**src/rtl/product_accumulator.sv**
```systemverilog
// product_accumulator: sums groups of multiplier products into dot-product results
// and hands finished sums to the consumer through a 2-entry valid/ready result queue.
module product_accumulator #(
    parameter int unsigned WIDTH     = 16,
    parameter int unsigned ACC_WIDTH = 40,
    parameter int unsigned LEN       = 8,
    localparam int unsigned CW       = $clog2(LEN + 1)
) (
    input  logic                   clk,
    input  logic                   rst_n,
    input  logic                   in_valid,
    input  logic [2*WIDTH-1:0]     in_data,
    input  logic                   in_last,
    output logic                   out_valid,
    input  logic                   out_ready,
    output logic [ACC_WIDTH-1:0]   out_data,
    output logic                   out_ovf,
    output logic [CW-1:0]          out_count,
    output logic                   overrun
);

    localparam int unsigned SW = ACC_WIDTH + 1;

    typedef struct packed {
        logic [ACC_WIDTH-1:0] data;
        logic                 ovf;
        logic [CW-1:0]        count;
    } result_t;

    logic [ACC_WIDTH-1:0] acc_q, acc_d;
    logic                 grp_ovf_q, grp_ovf_d;
    logic [CW-1:0]        cnt_q, cnt_d;
    result_t              slot0_q, slot0_d;
    result_t              slot1_q, slot1_d;
    logic                 v0_q, v0_d;
    logic                 v1_q, v1_d;
    logic                 overrun_q, overrun_d;

    logic [ACC_WIDTH-1:0] base;
    logic [SW-1:0]        sum_ext;
    logic                 ovf_n;
    logic                 push;
    logic                 pop;
    result_t              push_res;

    // Next-state logic: group accumulation plus the two-slot result queue.
    always_comb begin
        acc_d     = acc_q;
        grp_ovf_d = grp_ovf_q;
        cnt_d     = cnt_q;
        slot0_d   = slot0_q;
        slot1_d   = slot1_q;
        v0_d      = v0_q;
        v1_d      = v1_q;
        overrun_d = overrun_q;

        // A new group starts from zero, so the stale accumulator is ignored when cnt is 0.
        base    = (cnt_q == '0) ? '0 : acc_q;
        sum_ext = SW'(base) + SW'(in_data);
        ovf_n   = ((cnt_q != '0) && grp_ovf_q) || sum_ext[ACC_WIDTH];
        push    = in_valid && (in_last || (cnt_q == CW'(LEN - 1)));
        pop     = v0_q && out_ready;

        push_res.data  = sum_ext[ACC_WIDTH-1:0];
        push_res.ovf   = ovf_n;
        push_res.count = cnt_q + CW'(1);

        if (in_valid) begin
            if (push) begin
                acc_d     = '0;
                grp_ovf_d = 1'b0;
                cnt_d     = '0;
            end else begin
                acc_d     = sum_ext[ACC_WIDTH-1:0];
                grp_ovf_d = ovf_n;
                cnt_d     = cnt_q + CW'(1);
            end
        end

        // Empty slots are kept at zero so the head outputs read 0 when nothing is queued.
        case ({push, pop})
            2'b11: begin
                if (v1_q) begin
                    slot0_d = slot1_q;
                    slot1_d = push_res;
                end else begin
                    slot0_d = push_res;
                end
            end
            2'b10: begin
                if (!v0_q) begin
                    slot0_d = push_res;
                    v0_d    = 1'b1;
                end else if (!v1_q) begin
                    slot1_d = push_res;
                    v1_d    = 1'b1;
                end else begin
                    overrun_d = 1'b1;
                end
            end
            2'b01: begin
                if (v1_q) begin
                    slot0_d = slot1_q;
                    slot1_d = '0;
                    v1_d    = 1'b0;
                end else begin
                    slot0_d = '0;
                    v0_d    = 1'b0;
                end
            end
            default: ;
        endcase
    end

    // State registers with synchronous active-low reset.
    always_ff @(posedge clk) begin
        if (!rst_n) begin
            acc_q     <= '0;
            grp_ovf_q <= 1'b0;
            cnt_q     <= '0;
            slot0_q   <= '0;
            slot1_q   <= '0;
            v0_q      <= 1'b0;
            v1_q      <= 1'b0;
            overrun_q <= 1'b0;
        end else begin
            acc_q     <= acc_d;
            grp_ovf_q <= grp_ovf_d;
            cnt_q     <= cnt_d;
            slot0_q   <= slot0_d;
            slot1_q   <= slot1_d;
            v0_q      <= v0_d;
            v1_q      <= v1_d;
            overrun_q <= overrun_d;
        end
    end

    assign out_valid = v0_q;
    assign out_data  = slot0_q.data;
    assign out_ovf   = slot0_q.ovf;
    assign out_count = slot0_q.count;
    assign overrun   = overrun_q;

endmodule

```
**config.mk**
```make
export PLATFORM = sky130hd
export DESIGN_NAME = product_accumulator
export DESIGN_NICKNAME = d
export VERILOG_FILES = /design/src/rtl/product_accumulator.sv
export SDC_FILE = /design/constraint.sdc
export NUM_CORES = 1
export LEC_CHECK = 0
export ABC_AREA = 1
export CAP_MARGIN = 15
export CORE_ASPECT_RATIO = 1.75
export CORE_MARGIN = 1.5
export CORE_UTILIZATION = 60
export DETAILED_ROUTE_END_ITERATION = 16
export GPL_TIMING_DRIVEN = 0
export PLACE_DENSITY = 0.82
export SLEW_MARGIN = 25
export SYNTH_ARGS = -nofsm -noshare
export SYNTH_HDL_FRONTEND = slang
export SYNTH_SLANG_ARGS = --single-unit
```
**constraint.sdc**
```tcl
create_clock -name clk -period 3.7 [get_ports clk]
set_input_delay 0.37 -clock clk [delete_from_list [all_inputs] [get_ports clk]]
set_output_delay 0.37 -clock clk [all_outputs]
set_load 0.005 [all_outputs]
```
==> results.txt <==
The tools report the post-detailed-route count of antenna-violating nets as 0. The number of pins with negative max-slew slack in the final report came out at 0. The required time reported for the critical path endpoint came out at 4.04 ns.

In the final layout, flip-flops and latches occupy 0.00276 sq mm. The top-level port count is 84. The delay of the slowest cell on the worst path works out to 0.41 ns.

The critical path class is reg2reg. The synthesized design contains 138 register bits. The logs give 1484 for the fill cell total of the finished layout and 0.984 for the final weighted congestion in routability-driven placement. In this run the worst hold path is classified as in2reg. The logs give 0 for the count of max-cap constraint violations and 1128 for the DRC marker count from the first detailed-route iteration. Averaged over all synthesized cells, the footprint is 5.89 sq um. The clock period could shrink to 3.55 ns. In the final routing, the length of wire on met1 measures 12.5 mm. The compound-cell area share of the yosys netlist works out to 0.171. Wires add up to 36.3 mm. The largest delay contributor family on the critical path is simple AND/OR/NAND/NOR gates. The cell with the largest stage delay on the worst path is dfxtp_1.

The post-synthesis adder-cell area fraction was 0.0484; the parity-gate share of the synthesized area counting xor and xnor cells was 0.0173. The post-route clock period utilization was 0.958; the area share of and/or/nand/nor cells after synthesis was 0.361. For this block, the via count after detailed routing is 11.8k.

The sum of met3 wire segment lengths after detailed routing is 2.74 mm. Fraction of synthesized area in multiplexers: 0. The DRC violations left is 0.

The area occupied by multi-input gates is 0.00611 sq mm. The total grt overflow came out at 0. The later pin in the worst-skew pair is clocked with a latency of 0.45 ns.

In the final timing run, aggregate negative setup slack is 0 ns. The y dimension of the die came out at 174 um. The layout cell share with drive strength beyond 1 is 0.0828, and the number of iterations in the first detailed-routing pass is 6.

TritonCTS built the clock tree. The run finished with clean final reports. Entering global routing, the biggest net connects 17 pins. The TritonCTS sink count is 138, and the worst slack at placement is -0.266 ns.

At the worst endpoint, the arrival time is 3.88 ns. The clock slew seen by the registers of the worst setup and hold paths works out to 0.06 ns. The tools report the endpoint class of the critical path as a register.

The detailed router used layers up to and including met4. Across the VDD grid, the largest voltage drop is 0.000326 V. The signal on the critical path passes through inv_1 -> ha_1 -> nand3_4 -> buf_6 -> clkinv_2 -> clkbuf_4 -> nor2_1 -> ha_1 -> nand2_1 -> inv_1 -> nand2_1 -> nand2_1 -> a21oi_1 -> nand3_2 -> or2_2 -> nand3_1 -> nand2_1 -> a21oi_2 -> nor2_1. Detailed placement ended at an HPWL of 27.2 mm.

The logs give 11.2k for the via count of the first global-routing pass and 4.39 mW for the total chip power. The buffering stage count on the worst path with inverters included was 5. After synthesis the cells add up to 0.00998 sq mm. The H-tree generated during clock tree synthesis spans 4 levels.

The count of buffers added on input and output ports is 82. Counting the buffers created by CTS gives 17. The core footprint is 0.0164 sq mm.

Detailed-routed wire length on met2: 17.3 mm. In this run, placement finished with an instance count of 2001. Dividing the detail-routed wire length by the instance count gives 17.8 um. STA classifies the critical path startpoint as a register.

The die is 100 um wide. Synthesis produced a netlist with a net count of 1770. Number of failing setup endpoints in the final timing report: 0. The initial antenna violation count was 0. The average vias per placed instance is 5.80. The maximum fanout encountered on the critical timing path was 10; the relative slew slack was 0.430. Layout overhead on the synthesized area: 18.9%.

The maximum achievable frequency is 282 MHz, and the final design utilization is 0.725. The floorplan step defined a die boundary enclosing 0.0174 sq mm. Once routing completed, OpenROAD measured the worst setup slack at 0.154 ns.

The power per unit of standard cell area was 370 mW/mm^2. The actual slew at the worst max-slew pin is 0.849 ns. The starting utilization of the core area came out at 0.610.

The run gives 0.277 as the sequential-to-total area share from yosys stat. The tools report the maximum clock skew at final layout as 0.0182 ns. At the end of the flow, the number of nets in the layout was 1874. The repair_antennas step left the layout with diodes totalling 0. The run gives 0.425 as the total track usage.

The tools report the number of non-filler instances in the completed layout as 2036. The dominant combinational cell family by area after synthesis was simple AND/OR/NAND/NOR gates. Leakage power summed over all cells: 5.66 nW. Clock tree root buffer cell: clkbuf_16. The number of distinct library cells after synthesis was 39; the first-pass GRT wire length was 56.6 mm. In this design, the critical path's most frequently occurring cell is nand2_1.

For the number of core rows, the log shows 62. For the post-synthesis instance total, the log shows 1695. The count of yosys warnings during synthesis is 0, and the final number of hold-violating endpoints is 0. No sink is reached through more buffers than the 2 on the longest clock path.
report_power, final:
part           internal, mW  switching, mW
logic                 0.334          0.577
clock network          1.10          0.708
registers              1.60         0.0722
total                  3.03           1.36
final cells by class:
class	instances	area share
repair buffers	85	0.0711
plain buffers	81	0.0301
well taps	224	0.0236
clock buffers	22	0.0391
flip-flops and latches	138	0.233
clock inverters	10	0.0118
multi-input cells	1235	0.515
inverters	241	0.0764
registers in the layout (all words and copies together), names as in the netlist:
signal,count
cnt_q,4
slot1_q,45
grp_ovf_q,1
v1_q,1
overrun,1
out_ovf,1
acc_q,40
out_data,40
out_valid,1
out_count,4
logic make-up after synthesis:
family | after synthesis
buffers and inverters | 322
XOR/XNOR | 18
adder cells (fa/ha/maj) | 38
AO/OA/AOI/OAI | 320
AND/OR/NAND/NOR | 859
flip-flops | 138
tightest hold or removal path, cell delays in order:
cell,delay (ns)
clkbuf_1,0.21
o21ai_0,0.14
a31oi_1,0.05
synth_stat cells:
cell type / number / share of area
o22ai_1: 4 / 0.0025
buf_2: 15 / 0.0075
nor2_1: 106 / 0.040
nor3_2: 1 / 0.0010
nor2_2: 5 / 0.0031
nand2_4: 1 / 0.0011
dfxtp_1: 138 / 0.28
a31oi_1: 59 / 0.037
or2_4: 1 / 0.00088
nand3_1: 110 / 0.055
a21oi_1: 136 / 0.068
buf_4: 2 / 0.0015
a41oi_1: 1 / 0.00088
nand3b_1: 1 / 0.00075
nor4_1: 2 / 0.0013
nand3_4: 1 / 0.0018
xor2_2: 2 / 0.0033
xnor2_1: 6 / 0.0053
ha_1: 37 / 0.046
fa_1: 1 / 0.0020
clkbuf_1: 57 / 0.021
o21a_1: 1 / 0.00075
o21ai_0: 110 / 0.055
nand2_1: 583 / 0.22
buf_6: 2 / 0.0023
inv_1: 231 / 0.087
nor3_1: 8 / 0.0040
clkinv_1: 3 / 0.0011
nand2_2: 8 / 0.0050
or2_2: 1 / 0.00063
inv_2: 7 / 0.0026
xor2_1: 10 / 0.0088
a22oi_1: 7 / 0.0053
nand4_1: 7 / 0.0044
or2_1: 1 / 0.00063
buf_1: 5 / 0.0019
and2_1: 3 / 0.0019
nand3_2: 20 / 0.020
a21oi_2: 2 / 0.0018
stage by stage:
| step | cell area [sq um] | hold slack [ns] |
|---|---|---|
| floorplan | 9980 | 0.444 |
| global placement | 11100 | 0.452 |
| detailed placement | 11100 | 0.455 |
| CTS | 11700 | 0.361 |
| global route | 11900 | 0.393 |
| finish | 11900 | 0.380 |
layout by cell type (no fill, tap or decap), types with 33 or more instances in the layout:
| master | n |
|---|---|
| clkdlybuf4s50_1 | 82 |
| ha_1 | 33 |
| dfxtp_1 | 138 |
| a21oi_1 | 131 |
| nand3_1 | 106 |
| a31oi_1 | 59 |
| nand2_1 | 564 |
| inv_1 | 231 |
| nor2_1 | 96 |
| o21ai_0 | 110 |
| clkbuf_1 | 57 |
routing by layer:
metal / vias to the layer above / track usage
met3: 219 / 0.0794
li1: 5614 / -
met4: 0 / 0.386
met2: 684 / 0.702
met1: 5294 / 0.450
met5: - / 0
timing repair:
action,CTS,global route
hold buffers,0,0
resized for setup,5,51
setup endpoints to repair,51,74
pin swaps,0,4
buffers inserted,0,3
hold endpoints to repair,0,0
worst paths after layout:
| check | start | to | slack, ns | cells after the start |
|---|---|---|---|---|
| max | cnt_q[0]$_SDFFE_PN0P_ | out_data[19]$_SDFFE_PN0P_ | 0.15 | 19 |
| min | rst_n | out_data[8]$_SDFFE_PN0P_ | 0.38 | 3 |
| max reg2reg | cnt_q[0]$_SDFFE_PN0P_ | out_data[19]$_SDFFE_PN0P_ | 0.15 | 19 |
| min reg2reg | acc_q[24]$_SDFFE_PN0P_ | acc_q[24]$_SDFFE_PN0P_ | 0.46 | 2 |
Note: power is estimated with default switching activity, not from simulation.
